$ cat config.mk
export PLATFORM = sky130hd
export DESIGN_NAME = stream_video_pattern_gen
export DESIGN_NICKNAME = d
export VERILOG_FILES = /design/src/rtl/stream_video_pkg.sv /design/src/rtl/stream_video_pattern_pixel.sv /design/src/rtl/stream_video_pattern_gen.sv
export SDC_FILE = /design/constraint.sdc
export NUM_CORES = 1
export LEC_CHECK = 0
export ABC_AREA = 1
export CORE_MARGIN = 2
export CORE_UTILIZATION = 50
export DETAILED_ROUTE_END_ITERATION = 7
export PLACE_DENSITY = 0.75
export SYNTH_ARGS = -nofsm -noshare
export SYNTH_HDL_FRONTEND = slang
export SYNTH_SLANG_ARGS = --single-unit
$ cat constraint.sdc
create_clock -name clk -period 3 [get_ports clk]
set_clock_uncertainty 0.1 [all_clocks]
set_input_delay 0.6 -clock clk [delete_from_list [all_inputs] [get_ports clk]]
set_output_delay 0.6 -clock clk [all_outputs]
set_load 0.01 [all_outputs]
$ cat src/rtl/stream_video_pkg.sv
// Shared types and constants for the video test-pattern generator.
// Holds the FSM encoding, pattern-select codes and pixel/coordinate widths.
package stream_video_pkg;

  localparam int PIXEL_W = 24;
  localparam int COORD_W = 12;

  typedef logic [PIXEL_W-1:0] pixel_t;

  typedef enum logic [1:0] {
    ST_IDLE   = 2'd0,
    ST_ACTIVE = 2'd1,
    ST_GAP    = 2'd2
  } state_t;

  localparam logic [1:0] PAT_BARS    = 2'd0;
  localparam logic [1:0] PAT_GRAD    = 2'd1;
  localparam logic [1:0] PAT_CHECKER = 2'd2;
  localparam logic [1:0] PAT_SOLID   = 2'd3;

endpackage

$ cat src/rtl/stream_video_pattern_pixel.sv
// Combinational pixel function: coordinate, pattern mode and solid colour
// in, one 24-bit RGB value out.
module stream_video_pattern_pixel
  import stream_video_pkg::*;
#(
  parameter int BAR_SHIFT = 3
) (
  input  logic [COORD_W-1:0] x,
  input  logic [7:0]         y,
  input  logic [1:0]         mode,
  input  pixel_t             color,
  output pixel_t             data
);

  logic [2:0] bar;
  logic [7:0] sum;

  always_comb begin
    bar  = 3'(x >> BAR_SHIFT);
    sum  = x[7:0] + y;
    data = '0;
    case (mode)
      PAT_BARS:    data = {{8{bar[2]}}, {8{bar[1]}}, {8{bar[0]}}};
      PAT_GRAD:    data = {x[7:0], y, sum};
      PAT_CHECKER: data = (x[3] ^ y[3]) ? 24'hFF_FFFF : 24'h00_0000;
      PAT_SOLID:   data = color;
      default:     data = '0;
    endcase
  end

endmodule

$ cat src/rtl/stream_video_pattern_gen.sv
// AXI4-Stream video test-pattern source: one frame per enable request,
// optional idle gap after each frame, all outputs registered.
//
// state     | meaning
// ST_IDLE   | waiting for enable; tvalid low
// ST_ACTIVE | streaming pixels of the current frame
// ST_GAP    | FRAME_GAP idle cycles after a frame, tvalid low
module stream_video_pattern_gen
  import stream_video_pkg::*;
#(
  parameter int FRAME_WIDTH  = 64,
  parameter int FRAME_HEIGHT = 48,
  parameter int FRAME_GAP    = 4,
  parameter int BAR_SHIFT    = 3
) (
  input  logic               clk,
  input  logic               reset,
  input  logic               enable,
  input  logic [1:0]         pattern_sel,
  input  logic [PIXEL_W-1:0] solid_color,
  output logic [PIXEL_W-1:0] m_axis_video_tdata,
  output logic               m_axis_video_tvalid,
  output logic               m_axis_video_tuser,
  output logic               m_axis_video_tlast,
  input  logic               m_axis_video_tready,
  output logic [15:0]        frame_cnt,
  output logic               busy
);

  localparam logic [COORD_W-1:0] X_LAST   = COORD_W'(FRAME_WIDTH - 1);
  localparam logic [COORD_W-1:0] Y_LAST   = COORD_W'(FRAME_HEIGHT - 1);
  localparam logic [COORD_W-1:0] COORD_1  = COORD_W'(1);
  localparam logic [15:0]        GAP_LOAD = 16'(FRAME_GAP);

  state_t               state, state_n;
  logic [COORD_W-1:0]   x, y, x_n, y_n, x_inc, y_inc, pix_x;
  logic [7:0]           pix_y;
  logic [15:0]          gap_cnt, gap_n, frame_n;
  logic [1:0]           mode, mode_n, pix_mode;
  pixel_t               color, color_n, pix_color, pix, data_n;
  logic                 valid_n, user_n, last_n, busy_n;
  logic                 line_end, frame_end, fire;

  assign fire      = m_axis_video_tvalid && m_axis_video_tready;
  assign line_end  = (x == X_LAST);
  assign frame_end = line_end && (y == Y_LAST);
  assign x_inc     = line_end ? '0 : x + COORD_1;
  assign y_inc     = line_end ? ((y == Y_LAST) ? '0 : y + COORD_1) : y;

  // In IDLE the first pixel is built from the live inputs, since the latch
  // of pattern_sel/solid_color happens on the same edge.
  assign pix_x     = (state == ST_IDLE) ? '0 : x_inc;
  assign pix_y     = (state == ST_IDLE) ? 8'd0 : y_inc[7:0];
  assign pix_mode  = (state == ST_IDLE) ? pattern_sel : mode;
  assign pix_color = (state == ST_IDLE) ? solid_color : color;

  stream_video_pattern_pixel #(
    .BAR_SHIFT(BAR_SHIFT)
  ) u_pixel (
    .x    (pix_x),
    .y    (pix_y),
    .mode (pix_mode),
    .color(pix_color),
    .data (pix)
  );

  always_comb begin
    state_n = state;
    x_n     = x;
    y_n     = y;
    gap_n   = gap_cnt;
    frame_n = frame_cnt;
    mode_n  = mode;
    color_n = color;
    valid_n = m_axis_video_tvalid;
    user_n  = m_axis_video_tuser;
    last_n  = m_axis_video_tlast;
    data_n  = m_axis_video_tdata;
    case (state)
      ST_IDLE: begin
        if (enable) begin
          state_n = ST_ACTIVE;
          mode_n  = pattern_sel;
          color_n = solid_color;
          x_n     = '0;
          y_n     = '0;
          valid_n = 1'b1;
          user_n  = 1'b1;
          last_n  = 1'b0;
          data_n  = pix;
        end
      end
      ST_ACTIVE: begin
        if (fire) begin
          if (frame_end) begin
            frame_n = frame_cnt + 16'd1;
            valid_n = 1'b0;
            user_n  = 1'b0;
            last_n  = 1'b0;
            x_n     = '0;
            y_n     = '0;
            if (FRAME_GAP > 0) begin
              state_n = ST_GAP;
              gap_n   = GAP_LOAD;
            end else begin
              state_n = ST_IDLE;
            end
          end else begin
            x_n    = x_inc;
            y_n    = y_inc;
            user_n = 1'b0;
            last_n = (x_inc == X_LAST);
            data_n = pix;
          end
        end
      end
      ST_GAP: begin
        gap_n = gap_cnt - 16'd1;
        if (gap_cnt <= 16'd1) state_n = ST_IDLE;
      end
      default: state_n = ST_IDLE;
    endcase
  end

  assign busy_n = (state_n != ST_IDLE);

  always_ff @(posedge clk or negedge reset) begin
    if (!reset) begin
      state               <= ST_IDLE;
      x                   <= '0;
      y                   <= '0;
      gap_cnt             <= '0;
      frame_cnt           <= '0;
      mode                <= PAT_BARS;
      color               <= '0;
      m_axis_video_tvalid <= 1'b0;
      m_axis_video_tuser  <= 1'b0;
      m_axis_video_tlast  <= 1'b0;
      m_axis_video_tdata  <= '0;
      busy                <= 1'b0;
    end else begin
      state               <= state_n;
      x                   <= x_n;
      y                   <= y_n;
      gap_cnt             <= gap_n;
      frame_cnt           <= frame_n;
      mode                <= mode_n;
      color               <= color_n;
      m_axis_video_tvalid <= valid_n;
      m_axis_video_tuser  <= user_n;
      m_axis_video_tlast  <= last_n;
      m_axis_video_tdata  <= data_n;
      busy                <= busy_n;
    end
  end

endmodule

==> impl_metrics.json <==
{
  "finalHoldViolations": 0,
  "worstSetupPathType": "flip-flop to flip-flop",
  "hpwl_um": 11800,
  "postSynthCellCount": 833,
  "placed_area_mm2": 0.00766,
  "worst_hold_path_type": "input port to asynchronous set/reset pin",
  "gr-total-overflow": 0,
  "yosysSeqAreaShare_pct": 43.6,
  "cts_sinks": 112,
  "layout.nets": 996,
  "cap_violations": 0,
  "grt_pass1_wl_um": 27300,
  "netlist_area_mm2": 0.00643,
  "rsz0062_at_grt": "true",
  "crit_buf_inv": 1,
  "yosysWarnings": 0,
  "syn-num-nets": 876,
  "area_delta_synth_final_pct": 26.4,
  "fin_area_mm2": 0.00813,
  "seqCellArea_mm2": 0.00280,
  "chipWidth_um": 117,
  "antenna_found_initial": 0,
  "h-tree-depth": 3,
  "gp_congestion": 0.911,
  "clk_pin_slew_worst_paths_ns": 0.08,
  "synthArstFlopShare_pct": 100,
  "final_layout_size_suffix_gt1_share_pct": 14.0,
  "drtAntennaViolNets": 0,
  "die_h_um": 117,
  "wire_per_inst_um": 14.4,
  "grt_use_total_pct": 24.4,
  "critPathRequiredTime_ns": 3.13,
  "path_delay_family": "simple AND/OR/NAND/NOR gates",
  "cts_buffers": 9,
  "cp-start-kind": "flip-flop",
  "root_buffer": "clkbuf_16",
  "power_density_mw_per_mm2": 352,
  "peakVddDrop_uv": 298,
  "clk_latency_ns": 0.36,
  "max_freq_mhz": 339,
  "finalNonFillerCells": 1130,
  "drt_first_pass_iters": 5,
  "ys_types": 45,
  "clock_path_buffers": 2,
  "synthFlopType": "dfrtp_1",
  "drtIter0Drc": 377,
  "post-route-drc-count": 0,
  "post-route-period-util_pct": 98.2,
  "grt_max_degree": 55,
  "drt_wl_total_um": 16300,
  "slowest_delay_ns": 0.36,
  "dieArea_mm2": 0.0138,
  "synth_top_cell_by_area": "dfrtp_1",
  "syn_area_per_cell_um2": 7.72,
  "synth_top_cell_area_share_pct": 43.6,
  "relSlewSlack_pct": 63.9,
  "setup.worst_path.end_class": "flip-flop",
  "grt_pass1_vias": 5607,
  "diodes": 0,
  "worstMarginPinSlew_ns": 0.541,
  "tritoncts": "built",
  "vias": 5909,
  "crit_chain": "ha_2, nand2_2, nor2_4, nand2_4, nor3_4, nand2_1, nand2_1, o21ai_2, nor2_2, ha_2, inv_2, fa_2, nand3b_1, nand2_1, nand2_2, nand2_2, a21oi_2, or2_4, nand3_2, a31oi_1",
  "p_leak_uw": 0.00393,
  "synth_area_leaders": "dfrtp_1 44%, nand2_1 11%, o21ai_0 6.0%",
  "period_minus_slack_ns": 2.95,
  "start_util_pct": 51.1,
  "io_buffers": 73,
  "synth_edf_count": 0,
  "coreArea_mm2": 0.0126,
  "std_cell_rows": 41,
  "cp_data_arrival_time_ns": 3.08,
  "fill_cells": 1099,
  "cp_max_fo": 3,
  "io_pins": 74,
  "final-max-slew-violation-count": 0,
  "status": "complete, no violations",
  "crit_slowest_cell": "dfrtp_1",
  "dp_cells": 1104,
  "setup_viol": 0,
  "ys_ff_latch": 112,
  "multi_input_area_mm2": 0.00318,
  "viasPerCell": 5.23
}
through the flow:
| step | power (uW) | utilization (%) | setup TNS (ns) | hold WS [ns] | setup slack, ns |
|---|---|---|---|---|---|
| 3_3_place_gp | 1620 | 61.0 | -0.0221 | 0.357 | -0.0221 |
| 6_report | 2860 | 64.7 | 0 | 0.110 | 0.0541 |
| 5_1_grt | 2960 | 64.7 | -0.618 | 0.142 | -0.105 |
| 3_5_place_dp | 1620 | 61.0 | -0.0995 | 0.368 | -0.0995 |
| 2_1_floorplan | 1550 | - | 0 | 0.204 | 0.0280 |
| 4_1_cts | 2890 | 64.2 | 0 | 0.120 | 0.0167 |
report_power, final:
group          internal (uW)  switching, uW
logic                   38.0           41.9
clock network            667            607
registers               1510              0
total                   2210            649
Yosys cell counts, types with 6 or more instances:
library cell and instances:
inv_1 102, a21oi_1 32, a31oi_1 6, xnor2_1 12, dfrtp_1 112, nor4_1 6
buf_2 8, inv_2 6, clkbuf_1 14, nand3_1 30, nor2_1 87, nand2_1 192
ha_1 12, o21ai_1 6, nand4_1 14, nor3_1 10, o22ai_1 25, xor2_1 27
o21ai_0 77
state kept, by name, summed over array words and instances, names as in the netlist:
signal	count
m_axis_video_tvalid	1
color	24
m_axis_video_tuser	1
x	12
m_axis_video_tlast	1
state	2
frame_cnt	16
mode	2
m_axis_video_tdata	24
y	12
gap_cnt	16
busy	1
kinds of logic (layout without fill, tap and decap cells):
logic type	Yosys count	after routing	synth area share (%)
buf+inv	133	258	7.98
xor+xnor	39	39	5.31
simple gates	370	370	25.8
flops	112	112	43.6
fa+ha+maj	13	13	2.65
compound gates	163	163	14.1
mux	3	3	0.526
worst paths after layout:
| path | from | end | slack (ns) | cells past startpoint |
|---|---|---|---|---|
| setup / recovery | x[0] | m_axis_video_tdata[6] | 0.05 | 20 |
| hold / removal | reset | color[14] | 0.11 | 1 |
| setup reg to reg | x[0] | m_axis_video_tdata[6] | 0.05 | 20 |
| hold reg to reg | color[8] | color[8] | 0.39 | 2 |
| max in group asynchronous | reset | m_axis_video_tdata[23] | 1.95 | 2 |
| min in group clk | color[8] | color[8] | 0.39 | 2 |
per-layer routing:
metal | GRT usage (%) | wire (um) | share of wire, % | up-vias
met5 | 0 | 0 | 0 | -
met4 | 7.00 | 281 | 1.7 | 0
met3 | 4.77 | 814 | 5.0 | 22
met2 | 40.4 | 8000 | 49 | 162
met1 | 32.7 | 7230 | 44 | 2772
li1 | - | - | - | 2953
layout make-up:
cell class,instances,share of cell area (%)
multi-input cells,588,39.2
flip-flops and latches,112,34.5
repair buffers,134,14.8
inverters,108,5.02
clock buffers,9,2.77
well taps,172,2.65
clock inverters,7,1.11
timing repair:
item	4_1_cts	5_1_grt
pin swaps	7	12
cloned	0	0
endpoints found under the setup margin	2	21
resized for setup	7	25
hold buffers	0	0
buffers inserted	10	1
worst reg2reg max path, cell delays in order (launching register included):
cell      delay (ns)
dfrtp_1         0.36
ha_2            0.19
nand2_2         0.07
nor2_4          0.14
nand2_4         0.07
nor3_4          0.18
nand2_1         0.09
nand2_1         0.08
o21ai_2         0.07
nor2_2          0.11
ha_2            0.20
inv_2           0.04
fa_2            0.32
nand3b_1        0.16
nand2_1         0.10
nand2_2         0.07
nand2_2         0.06
a21oi_2         0.05
or2_4           0.22
nand3_2         0.06
a31oi_1         0.07
layout by cell type, fill, tap and decap left out, drive strengths merged:
cell type,instances
clkdlybuf4s50,72
nand4,14
fa,1
nand3,31
o22ai,25
o2111ai,1
or2,7
mux2,3
clkinv,1
xor2,27
inv,111
ha,12
o22a,1
a211oi,2
nand2,200
a21boi,1
buf,62
bufinv,1
a31oi,6
o21ai,85
clkbuf,9
a221oi,2
o32ai,1
o311ai,1
xnor2,12
nor2,94
o211ai,5
nand3b,4
nor4,6
a21oi,32
dfrtp,112
clkinvlp,2
nor3,13
or3,1
a22oi,1
Power figures use the tool's default switching activity.
